File: config.mk
export PLATFORM = sky130hd
export DESIGN_NAME = parity_word_receiver
export DESIGN_NICKNAME = d
export VERILOG_FILES = /design/src/rtl/parity_rx_pkg.sv /design/src/rtl/parity_rx_bit_timer.sv /design/src/rtl/parity_word_receiver.sv
export SDC_FILE = /design/constraint.sdc
export NUM_CORES = 1
export LEC_CHECK = 0
export ABC_AREA = 0
export BUFFER_PORTS_ARGS = -buffer_cell sky130_fd_sc_hd__buf_2
export CAP_MARGIN = 40
export CORE_ASPECT_RATIO = 1.2
export CORE_MARGIN = 4
export CORE_UTILIZATION = 52
export CTS_CLUSTER_DIAMETER = 40
export DETAILED_ROUTE_END_ITERATION = 7
export PLACE_DENSITY = 0.77
export SLEW_MARGIN = 15
export SYNTH_ARGS = -nofsm -noshare
export SYNTH_HDL_FRONTEND = slang
export SYNTH_SLANG_ARGS = --single-unit
File: constraint.sdc
create_clock -name clk -period 1.6 [get_ports clk]
set_input_delay 0 -clock clk [delete_from_list [all_inputs] [get_ports clk]]
set_output_delay 0 -clock clk [all_outputs]
set_load 0.05 [all_outputs]
File: src/rtl/parity_rx_pkg.sv
// Shared constants for the parity word link: receiver state encodings and parity modes.
package parity_rx_pkg;

  typedef enum logic [2:0] {
    StIdle   = 3'd0,
    StStart  = 3'd1,
    StData   = 3'd2,
    StParity = 3'd3,
    StStop   = 3'd4
  } rx_state_e;

  localparam logic PARITY_EVEN = 1'b0;
  localparam logic PARITY_ODD  = 1'b1;

endpackage

File: src/rtl/parity_rx_bit_timer.sv
// Per-bit cycle counter for the parity word receiver; strobes once per bit at mid-bit.
module parity_rx_bit_timer #(
  parameter int unsigned BIT_CYCLES = 4
) (
  input  logic clk,
  input  logic reset,
  input  logic clear,
  input  logic realign,
  output logic strobe
);

  localparam int unsigned CntW = $clog2(BIT_CYCLES);
  localparam logic [CntW-1:0] Mid  = CntW'(BIT_CYCLES / 2 - 1);
  localparam logic [CntW-1:0] Last = CntW'(BIT_CYCLES - 1);

  logic [CntW-1:0] cnt_q;

  // The detection cycle counts as cycle 0, so a clear loads 1 for the following cycle.
  always_ff @(posedge clk or posedge reset) begin
    if (reset) begin
      cnt_q <= '0;
    end else if (clear) begin
      cnt_q <= CntW'(1);
    end else if (realign) begin
      cnt_q <= Mid + CntW'(1);
    end else if (cnt_q == Last) begin
      cnt_q <= '0;
    end else begin
      cnt_q <= cnt_q + CntW'(1);
    end
  end

  assign strobe = (cnt_q == Mid);

endmodule

File: src/rtl/parity_word_receiver.sv
// Serial receiver for 8-data + parity words with even/odd check.
// Define FRAMING_CHECK_EN to add the frame_error output (stop-bit check).
module parity_word_receiver
  import parity_rx_pkg::*;
#(
  parameter int unsigned DATA_W     = 8,
  parameter int unsigned BIT_CYCLES = 4
) (
  input  logic              clk,
  input  logic              reset,
  input  logic              serial_in,
  input  logic              parity_control,
  output logic [DATA_W-1:0] data_out,
  output logic              word_valid,
  output logic              parity_error,
`ifdef FRAMING_CHECK_EN
  output logic              frame_error,
`endif
  output logic              busy
);

  localparam int unsigned BitCntW = $clog2(DATA_W);

  logic [1:0]         sync_q;
  logic               rx_s;
  rx_state_e          state_q;
  logic               mode_q;
  logic [DATA_W-1:0]  shift_q;
  logic [BitCntW-1:0] bit_cnt_q;
  logic               p_q;
  logic               stop_q;
  logic               done_q;
  logic               armed_q;
  logic               strobe;

  always_ff @(posedge clk or posedge reset) begin
    if (reset) begin
      sync_q <= 2'b11;
    end else begin
      sync_q <= {sync_q[0], serial_in};
    end
  end

  assign rx_s = sync_q[1];

  parity_rx_bit_timer #(
    .BIT_CYCLES(BIT_CYCLES)
  ) u_bit_timer (
    .clk    (clk),
    .reset  (reset),
    .clear  (state_q == StIdle),
    .realign(state_q == StStart && strobe && !rx_s),
    .strobe (strobe)
  );

  always_ff @(posedge clk or posedge reset) begin
    if (reset) begin
      state_q      <= StIdle;
      mode_q       <= PARITY_EVEN;
      shift_q      <= '0;
      bit_cnt_q    <= '0;
      p_q          <= 1'b0;
      stop_q       <= 1'b1;
      done_q       <= 1'b0;
      armed_q      <= 1'b1;
      data_out     <= '0;
      word_valid   <= 1'b0;
      parity_error <= 1'b0;
`ifdef FRAMING_CHECK_EN
      frame_error  <= 1'b0;
`endif
    end else begin
      word_valid <= 1'b0;
      unique case (state_q)
        StIdle: begin
          if (rx_s) begin
            armed_q <= 1'b1;
          end else if (armed_q) begin
            state_q <= StStart;
            mode_q  <= parity_control;
          end
        end
        StStart: begin
          if (strobe) begin
            if (rx_s) begin
              state_q <= StIdle;
            end else begin
              state_q   <= StData;
              bit_cnt_q <= '0;
            end
          end
        end
        StData: begin
          if (strobe) begin
            shift_q   <= {rx_s, shift_q[DATA_W-1:1]};
            bit_cnt_q <= bit_cnt_q + BitCntW'(1);
            if (bit_cnt_q == BitCntW'(DATA_W - 1)) begin
              state_q <= StParity;
            end
          end
        end
        StParity: begin
          if (strobe) begin
            p_q     <= rx_s;
            state_q <= StStop;
          end
        end
        StStop: begin
          if (done_q) begin
            done_q       <= 1'b0;
            data_out     <= shift_q;
            parity_error <= ((^shift_q) ^ p_q) != mode_q;
            word_valid   <= 1'b1;
`ifdef FRAMING_CHECK_EN
            frame_error  <= !stop_q;
`endif
            // An all-zero frame is a held-low line; wait for it to go high first.
            armed_q      <= (shift_q != '0) || p_q || stop_q;
            state_q      <= StIdle;
          end else if (strobe) begin
            stop_q <= rx_s;
            done_q <= 1'b1;
          end
        end
        default: state_q <= StIdle;
      endcase
    end
  end

  assign busy = (state_q != StIdle);

endmodule

==> results of run 1 <==
[worst paths after layout]
kind	slack [ps]	startpoint	cells after the start	end
worst max-delay path	90	state_q[0]	4	data_out[6]
worst min-delay path	310	reset	4	shift_q[1]
worst max register to register	90	state_q[0]	4	data_out[6]
worst min register to register	360	sync_q[0]	0	sync_q[1]
max in group asynchronous	950	reset	4	sync_q[1]
min in group clk	320	serial_in	2	sync_q[0]
[cells in the mapped netlist, drive strengths merged, types with 2 or more instances]
cell and number:
dfstp 4, xnor2 2, nand2b 2, nor3b 3, o22ai 2, and4bb 2
dfrtp 29, mux2 14, buf 5, inv 11, mux2i 8, ha 9
nor2 7, nand2 4, a21oi 4
[worst min-delay path: cells and delay by family]
kind,cells,cell delay [ps]
buffers and inverters,4,1060
[what timing repair did]
item                                    in CTS  in global routing
endpoints found under the setup margin       0                  8
hold buffers                                 3                  0
hold endpoints to repair                    31                  0
resized for setup                            0                  4
[cell families (layout without fill, tap and decap cells)]
family | Yosys count | after routing | synth area share [%]
AO/OA/AOI/OAI | 11 | 11 | 4.59
XOR/XNOR | 4 | 4 | 3.09
adder cells (fa/ha/maj) | 9 | 9 | 7.13
buffers and inverters | 16 | 44 | 4.51
flip-flops | 33 | 33 | 52.6
multiplexers | 23 | 23 | 16.5
AND/OR/NAND/NOR | 25 | 25 | 11.6
[power breakdown]
| group | total (uW) | switching, uW | internal (uW) |
|---|---|---|---|
| Combinational | 1350 | 689 | 662 |
| Clock | 474 | 258 | 217 |
| Sequential | 1220 | 168 | 1060 |
[state kept, by name (all words and copies together), names as in the netlist]
signal,cells
armed_q,1
bit_cnt_q,3
data_out,8
done_q,1
mode_q,1
p_q,1
parity_error,1
shift_q,8
state_q,3
stop_q,1
sync_q,2
u_bit_timer.cnt_q,2
word_valid,1
[layout make-up]
| class | count | area (sq um) |
|---|---|---|
| inverter | 11 | 41.3 |
| fill | 235 | 1040 |
| multi-input combinational | 72 | 683 |
| sequential | 33 | 832 |
| timing repair buffer | 25 | 164 |
| tap | 34 | 42.5 |
| clock buffer | 8 | 58.8 |
[stage by stage]
| stage | cell area [sq um] | power [uW] | utilization [%] | hold WS [ps] | setup slack (ps) |
|---|---|---|---|---|---|
| floorplan | 1580 | 2270 | - | 4.48 | 28.8 |
| global placement | 1720 | 2520 | 60.2 | 95.6 | 117 |
| detailed placement | 1720 | 2580 | 60.2 | 107 | 81.7 |
| CTS | 1810 | 3070 | 63.3 | 282 | 48.9 |
| global route | 1820 | 3280 | 63.6 | 320 | 1.64 |
| finish | 1820 | 3050 | 63.6 | 312 | 86.2 |
[layer usage]
layer  GRT usage (%)  share of wire, %
met5               0                 0
met4            8.70               2.3
met3            3.96               3.5
met2            26.4                50
met1            19.6                44
==> impl_metrics.env, run 1 <==
export IMPL_antenna_found_initial=0
export IMPL_maxSlewViolCount=0
export IMPL_core_area_sq_um=2860
export IMPL_cpMostUsedCell="buf_4"
export IMPL_vias=975
export IMPL_end_kind="register"
export IMPL_fin_crit_sh_pct=94.6
export IMPL_synth_seq_area_share_pct=52.6
export IMPL_cts_buffers=5
export IMPL_start_util_pct=55.2
export IMPL_drt_total_wl_mm=2.58
export IMPL_ys_seq_elements=33
export IMPL_syn_inst=121
export IMPL_overflow=0
export IMPL_die_x_um=58.3
export IMPL_synthArstFlopShare_pct=100
export IMPL_rsz0062_at_grt="false"
export IMPL_worstPathCellList="buf_4, and4bb_1, buf_4, mux2_1"
export IMPL_synth_fp_nets=134
export IMPL_setup_viol=0
export IMPL_yosysTopAreaCellShare_pct=45.9
export IMPL_drive_gt1_share_pct=28.9
export IMPL_path_clk_slew_ps=100
export IMPL_yosys_area_top_type="dfrtp_1"
export IMPL_outcome="complete, no violations"
export IMPL_drtPass1Iterations=4
export IMPL_io_buffers=14
export IMPL_dp_hpwl_mm=1.92
export IMPL_synth_edff_count=0
export IMPL_grt_max_degree=34
export IMPL_syn_avg_cell_area_sq_um=13.1
export IMPL_final_cell_mix="dfrtp_1 (28), buf_2 (14), mux2_1 (13), inv_1 (11), mux2i_1 (8)"
export IMPL_slew_headroom_pct=73.2
export IMPL_crit_arrival_ps=1720
export IMPL_max_freq_ghz=0.661
export IMPL_crit_fanout=8
export IMPL_clkSinkCount=33
export IMPL_worstMarginPinSlew_ps=403
export IMPL_cpMaxStageDelayCell="dfrtp_1"
export IMPL_cts_max_level=2
export IMPL_power_leakage_uw=0.000901
export IMPL_netlist_top_cells_area="dfrtp_1 (46%), mux2_1 (9.3%), ha_1 (7.1%)"
export IMPL_critPathTopFamily="flip-flops"
export IMPL_layoutNonFillerInstCount=183
export IMPL_io_pins=15
export IMPL_nets=161
export IMPL_gp_congestion=0.890
export IMPL_grt_usage_pct=16.2
export IMPL_path_class="reg2reg"
export IMPL_max_stage_delay_ps=420
export IMPL_hold_class="in2async"
export IMPL_cts_buffer_depth=2
export IMPL_die_area_sq_um=3990
export IMPL_grt_pass1_wl_mm=4.73
export IMPL_required_ps=1810
export IMPL_wire_per_inst_um=14.1
export IMPL_finalSetupTns_ps=0
export IMPL_grt_pass1_vias=1047
export IMPL_via_per_inst=5.33
export IMPL_row_count=21
export IMPL_synth_flop_cell="dfrtp_1"
export IMPL_post_cts_buffers=0
export IMPL_final_common_cell="dfrtp_1"
export IMPL_drt_iter0_drc=5
export IMPL_critPathLaunchType="register"
export IMPL_hold_viol=0
export IMPL_area_growth_pct=15.3
export IMPL_min_period_ps=1510
export IMPL_diodes=0
export IMPL_die_h_um=68.4
export IMPL_ant_nets=0
export IMPL_max_cap_violations=0
export IMPL_dp_cells=172
export IMPL_cts_tree="done"
export IMPL_drc=0
export IMPL_path_buf_inv=2
export IMPL_powerDensity_nw_per_um2=1670
export IMPL_peakVddDrop_mv=1.12
export IMPL_netlist_area_sq_um=1580
export IMPL_clkLatencyLatePin_ps=330
export IMPL_clock_root_buffer="clkbuf_4"
export IMPL_yosys_warnings=0
export IMPL_yosysUniqueCellTypes=34
export IMPL_fin_skew_ps=9.19
No activity file was read; power rests on OpenSTA's default activity.
==> run 2: changes to the inputs <==
CORE_ASPECT_RATIO = 1.25   (was 1.2)
==> run 2 against run 1 <==
  * Routed wire length down 0.12%
  * Flip-flop and latch count unchanged
  * Register-to-register slack worse by 20 ps
  * Total power up 4.0%
  * Worst setup slack worse by 17 ps
  * Final area up 2.7%
  * Count of clock-buffer cells in the layout down 1
  * Critical path depth down 1
==> impl_metrics.env, run 2 (synthesis gave the netlist of run 1 again) <==
export IMPL_outcome="complete, no violations"
export IMPL_start_util_pct=54.2
export IMPL_powerDensity_nw_per_um2=1690
export IMPL_peakVddDrop_mv=1.38
export IMPL_crit_fanout=8
export IMPL_die_h_um=69.6
export IMPL_path_clk_slew_ps=100
export IMPL_fillers=247
export IMPL_top_regs="data_out (8), shift_q (8)"
export IMPL_drtPass1Iterations=4
export IMPL_final_common_cell="dfrtp_1"
export IMPL_finalSetupTns_ps=0
export IMPL_max_cap_violations=0
export IMPL_max_stage_delay_ps=470
export IMPL_cts_buffer_depth=2
export IMPL_clkSinkCount=33
export IMPL_power_leakage_uw=0.000920
export IMPL_worstMarginPinSlew_ps=400
export IMPL_grt_max_degree=34
export IMPL_required_ps=1860
export IMPL_seqPwrFrac_pct=39.3
export IMPL_hold_class="in2async"
export IMPL_io_buffers=14
export IMPL_grt_usage_pct=15.2
export IMPL_path_class="reg2reg"
export IMPL_internal_power_uw=2020
export IMPL_antenna_found_initial=0
export IMPL_dp_hpwl_mm=1.84
export IMPL_max_freq_ghz=0.653
export IMPL_vias=994
export IMPL_final_cell_mix="dfrtp_1 (27), buf_2 (14), mux2_1 (13), inv_1 (11), mux2i_1 (8)"
export IMPL_utilization_pct=64.1
export IMPL_cpMaxStageDelayCell="dfrtp_2"
export IMPL_cts_max_level=2
export IMPL_nets=160
export IMPL_grt_pass1_wl_mm=4.64
export IMPL_cts_tree="done"
export IMPL_io_pins=15
export IMPL_slew_headroom_pct=73.3
export IMPL_drt_total_wl_mm=2.58
export IMPL_maxSlewViolCount=0
export IMPL_overflow=0
export IMPL_power_switching_share_pct=36.3
export IMPL_drc=0
export IMPL_p_sw_uw=1150
export IMPL_ant_nets=0
export IMPL_clock_root_buffer="clkbuf_4"
export IMPL_grt_pass1_vias=1031
export IMPL_via_per_inst=5.40
export IMPL_wire_per_inst_um=14.0
export IMPL_gp_congestion=0.827
export IMPL_p_clk_share_pct=16.6
export IMPL_min_period_ps=1530
export IMPL_drt_iter0_drc=18
export IMPL_die_area_sq_um=3990
export IMPL_post_cts_buffers=0
export IMPL_diodes=0
export IMPL_critPathLaunchType="register"
export IMPL_core_area_sq_um=2920
export IMPL_fin_crit_sh_pct=95.7
export IMPL_row_count=22
export IMPL_worstPathCellList="or3b_4, nor3b_4, mux2_1"
export IMPL_end_kind="register"
export IMPL_setup_viol=0
export IMPL_hold_viol=0
export IMPL_p_comb_share_pct=44.1
export IMPL_clkLatencyLatePin_ps=330
export IMPL_drive_gt1_share_pct=31.1
export IMPL_area_growth_pct=18.4
export IMPL_fin_skew_ps=11.0
export IMPL_die_x_um=57.3
export IMPL_crit_arrival_ps=1790
export IMPL_rsz0062_at_grt="false"
export IMPL_cts_buffers=5
[run 2: critical path: cells and delay by family (launching register included)]
| family | cells | cell delay (ps) |
|---|---|---|
| muxes | 1 | 330 |
| DFF | 1 | 470 |
| and+or+nand+nor | 2 | 660 |
[run 2: area by class of cell]
cell class | instances | area [sq um] | share of cell area, %
sequential | 33 | 833 | 44.5
multi-input combinational | 72 | 712 | 38.1
timing repair buffer | 24 | 169 | 9.03
clock buffer | 7 | 65.1 | 3.48
tap | 36 | 45.0 | 2.41
inverter | 11 | 41.3 | 2.21
clock inverter | 1 | 5.00 | 0.268
[run 2: per-stage QoR]
stage                     total power, uW  setup WS, ps  hold WS, ps  std cells  instance area [sq um]
after floorplan                      2270          28.8         4.48        121                   1580
after global placement               2530          99.7         95.3        173                   1730
after detailed placement             2570          34.4          105        173                   1730
after CTS                            3110          29.6          279        184                   1830
after global routing                 3410          11.9          299        184                   1870
final                                3170          68.8          266        184                   1870
[run 2: layer usage]
layer,track usage [%],vias up,routed length (um)
li1,-,477,-
met1,16.9,500,1040
met2,25.4,13,1380
met3,5.77,4,93
met4,6.96,0,59
met5,0,-,0
[run 2: power groups by stage]
stage	clock network, uW	registers [uW]	logic [uW]
after floorplan	0	1290	984
after global placement	0	1240	1300
after detailed placement	0	1250	1320
after CTS	547	1240	1330
after global routing	589	1280	1540
final	526	1250	1400
[run 2: what timing repair did]
item	CTS	global route
endpoints found under the setup margin	0	13
hold buffers	3	0
resized for setup	0	9
hold endpoints to repair	31	0
[run 2: path summary, 6_finish.rpt]
check | start | end | slack, ps | cells after the start
max | state_q[0] | stop_q | 70 | 3
min | reset | bit_cnt_q[0] | 270 | 4
max reg2reg | state_q[0] | stop_q | 70 | 3
min reg2reg | sync_q[0] | sync_q[1] | 360 | 0
max in group asynchronous | reset | stop_q | 1000 | 4
min in group clk | serial_in | sync_q[0] | 310 | 2
==> run 3: changes to the inputs <==
CORE_UTILIZATION = 60   (was 52)
CTS_CLUSTER_SIZE = 8   (was unset)
PLACE_DENSITY = 0.8   (was 0.77)
clock period = 1.9 ns   (was 1.6 ns; I/O delays follow)
==> run 3 against run 2 <==
  * Register-to-register slack gained 110 ps
  * Sequential power shrank 14%
  * Flip-flop and latch count is the same
  * Final cell count shrank 3.8%
  * Core utilization grew 7.5 points
  * Critical endpoint is now shift_q[0]
==> impl_metrics.env, run 3 (synthesis gave the netlist of run 1 again) <==
export IMPL_crit_fanout=5
export IMPL_gp_congestion=0.777
export IMPL_cts_buffers=5
export IMPL_hold_class="in2async"
export IMPL_drive_gt1_share_pct=24.3
export IMPL_start_util_pct=63.8
export IMPL_path_class="reg2reg"
export IMPL_critPathLaunchType="register"
export IMPL_placed_cell_area_sq_um=1680
export IMPL_final_cell_mix="dfrtp_1 (29), buf_2 (14), mux2_1 (13), inv_1 (11), ha_1 (9)"
export IMPL_io_pins=15
export IMPL_path_buf_inv=2
export IMPL_post_cts_buffers=0
export IMPL_drc=0
export IMPL_critPathTopFamily="simple AND/OR/NAND/NOR gates"
export IMPL_grt_pass1_wl_mm=4.73
export IMPL_fin_area_sq_um=1770
export IMPL_wire_per_inst_um=14.5
export IMPL_clock_root_buffer="clkbuf_4"
export IMPL_dp_cells=166
export IMPL_max_stage_delay_ps=400
export IMPL_slew_headroom_pct=71.6
export IMPL_via_per_inst=5.36
export IMPL_cts_tree="done"
export IMPL_cpMaxStageDelayCell="nor3b_2"
export IMPL_use_met3_pct=5.44
export IMPL_area_growth_pct=12.2
export IMPL_clkSinkCount=33
export IMPL_clkLatencyLatePin_ps=330
export IMPL_path_clk_slew_ps=100
export IMPL_max_freq_ghz=0.582
export IMPL_layoutNonFillerInstCount=177
export IMPL_finalSetupTns_ps=0
export IMPL_diodes=0
export IMPL_overflow=0
export IMPL_fillers=177
export IMPL_cts_max_level=2
export IMPL_grt_busiest_layer="met2"
export IMPL_nets=156
export IMPL_dp_hpwl_mm=1.80
export IMPL_die_x_um=53.9
export IMPL_fin_skew_ps=9.40
export IMPL_min_period_ps=1720
export IMPL_crit_arrival_ps=1970
export IMPL_setup_viol=0
export IMPL_final_common_cell="dfrtp_1"
export IMPL_worstPathCellList="inv_1, ha_1, nand2b_4, nor3b_2, buf_4, mux2i_1"
export IMPL_grt_usage_pct=18.4
export IMPL_fin_crit_sh_pct=90.4
export IMPL_powerDensity_nw_per_um2=1410
export IMPL_required_ps=2150
export IMPL_drt_total_wl_mm=2.57
export IMPL_die_h_um=65.4
export IMPL_use_met1_pct=23.4
export IMPL_rsz0062_at_grt="false"
export IMPL_peakVddDrop_mv=1.36
export IMPL_antenna_found_initial=0
export IMPL_power_leakage_uw=0.000879
export IMPL_row_count=20
export IMPL_top_regs="data_out (8), shift_q (8)"
export IMPL_vias=948
export IMPL_utilization_pct=71.6
export IMPL_hold_viol=0
export IMPL_die_area_sq_um=3520
export IMPL_end_kind="register"
export IMPL_drt_iter0_drc=11
export IMPL_io_buffers=14
export IMPL_max_cap_violations=0
export IMPL_ant_nets=0
export IMPL_grt_max_degree=34
export IMPL_outcome="complete, no violations"
export IMPL_grt_pass1_vias=1066
export IMPL_cts_buffer_depth=2
export IMPL_core_area_sq_um=2480
export IMPL_worstMarginPinSlew_ps=423
export IMPL_maxSlewViolCount=0
export IMPL_use_met2_pct=29.5
export IMPL_drtPass1Iterations=3
[run 3: cell count changes in the layout (fill, tap and decap cells not counted), sizes merged]
cell,change
buf,-4
clkinv,-1
clkbuf,+1
[run 3: repair_timing]
action	CTS	global route
hold buffers	3	0
endpoints found under the hold margin	31	0
resized for setup	0	0
[run 3: power by group]
| part | switching [uW] | internal (uW) |
|---|---|---|
| Clock | 215 | 182 |
| Combinational | 516 | 503 |
| Sequential | 191 | 886 |
[run 3: metrics by stage]
stage / power [uW] / hold slack, ps / worst slack (ps)
2_1_floorplan: 1910 / 4.48 / 329
3_3_place_gp: 2060 / 100 / 254
3_5_place_dp: 2110 / 105 / 219
4_1_cts: 2520 / 294 / 171
5_1_grt: 2690 / 317 / 64.0
6_report: 2490 / 284 / 182
[run 3: path summary, 6_finish.rpt]
| kind | from | to | slack [ps] | depth (start not counted) |
|---|---|---|---|---|
| hold / removal | reset | bit_cnt_q[0] | 280 | 4 |
| setup / recovery | u_bit_timer.cnt_q[1] | shift_q[0] | 180 | 6 |
| min in group clk | serial_in | sync_q[0] | 330 | 2 |
| setup reg to reg | u_bit_timer.cnt_q[1] | shift_q[0] | 180 | 6 |
| max in group asynchronous | reset | stop_q | 1300 | 4 |
| hold reg to reg | sync_q[0] | sync_q[1] | 360 | 0 |
[run 3: area by class of cell]
type                    count  area, sq um  share of cell area, %
flip-flops and latches     33          831                   46.9
multi-input cells          72          678                   38.2
repair buffers             20          123                   6.92
clock buffers               8         58.8                   3.32
inverters                  11         41.3                   2.33
well taps                  33         41.3                   2.33
[run 3: worst register-to-register path, stage by stage, from the launching register on]
cell and delay, ps:
dfrtp_1 390, inv_1 90, ha_1 250, nand2b_4 80, nor3b_2 400, buf_4 240
mux2i_1 200
[run 3: per-layer routing]
metal,vias to the layer above,wire [um]
li1,463,-
met1,472,1140
met2,11,1310
met3,2,87
met4,0,26
met5,-,0
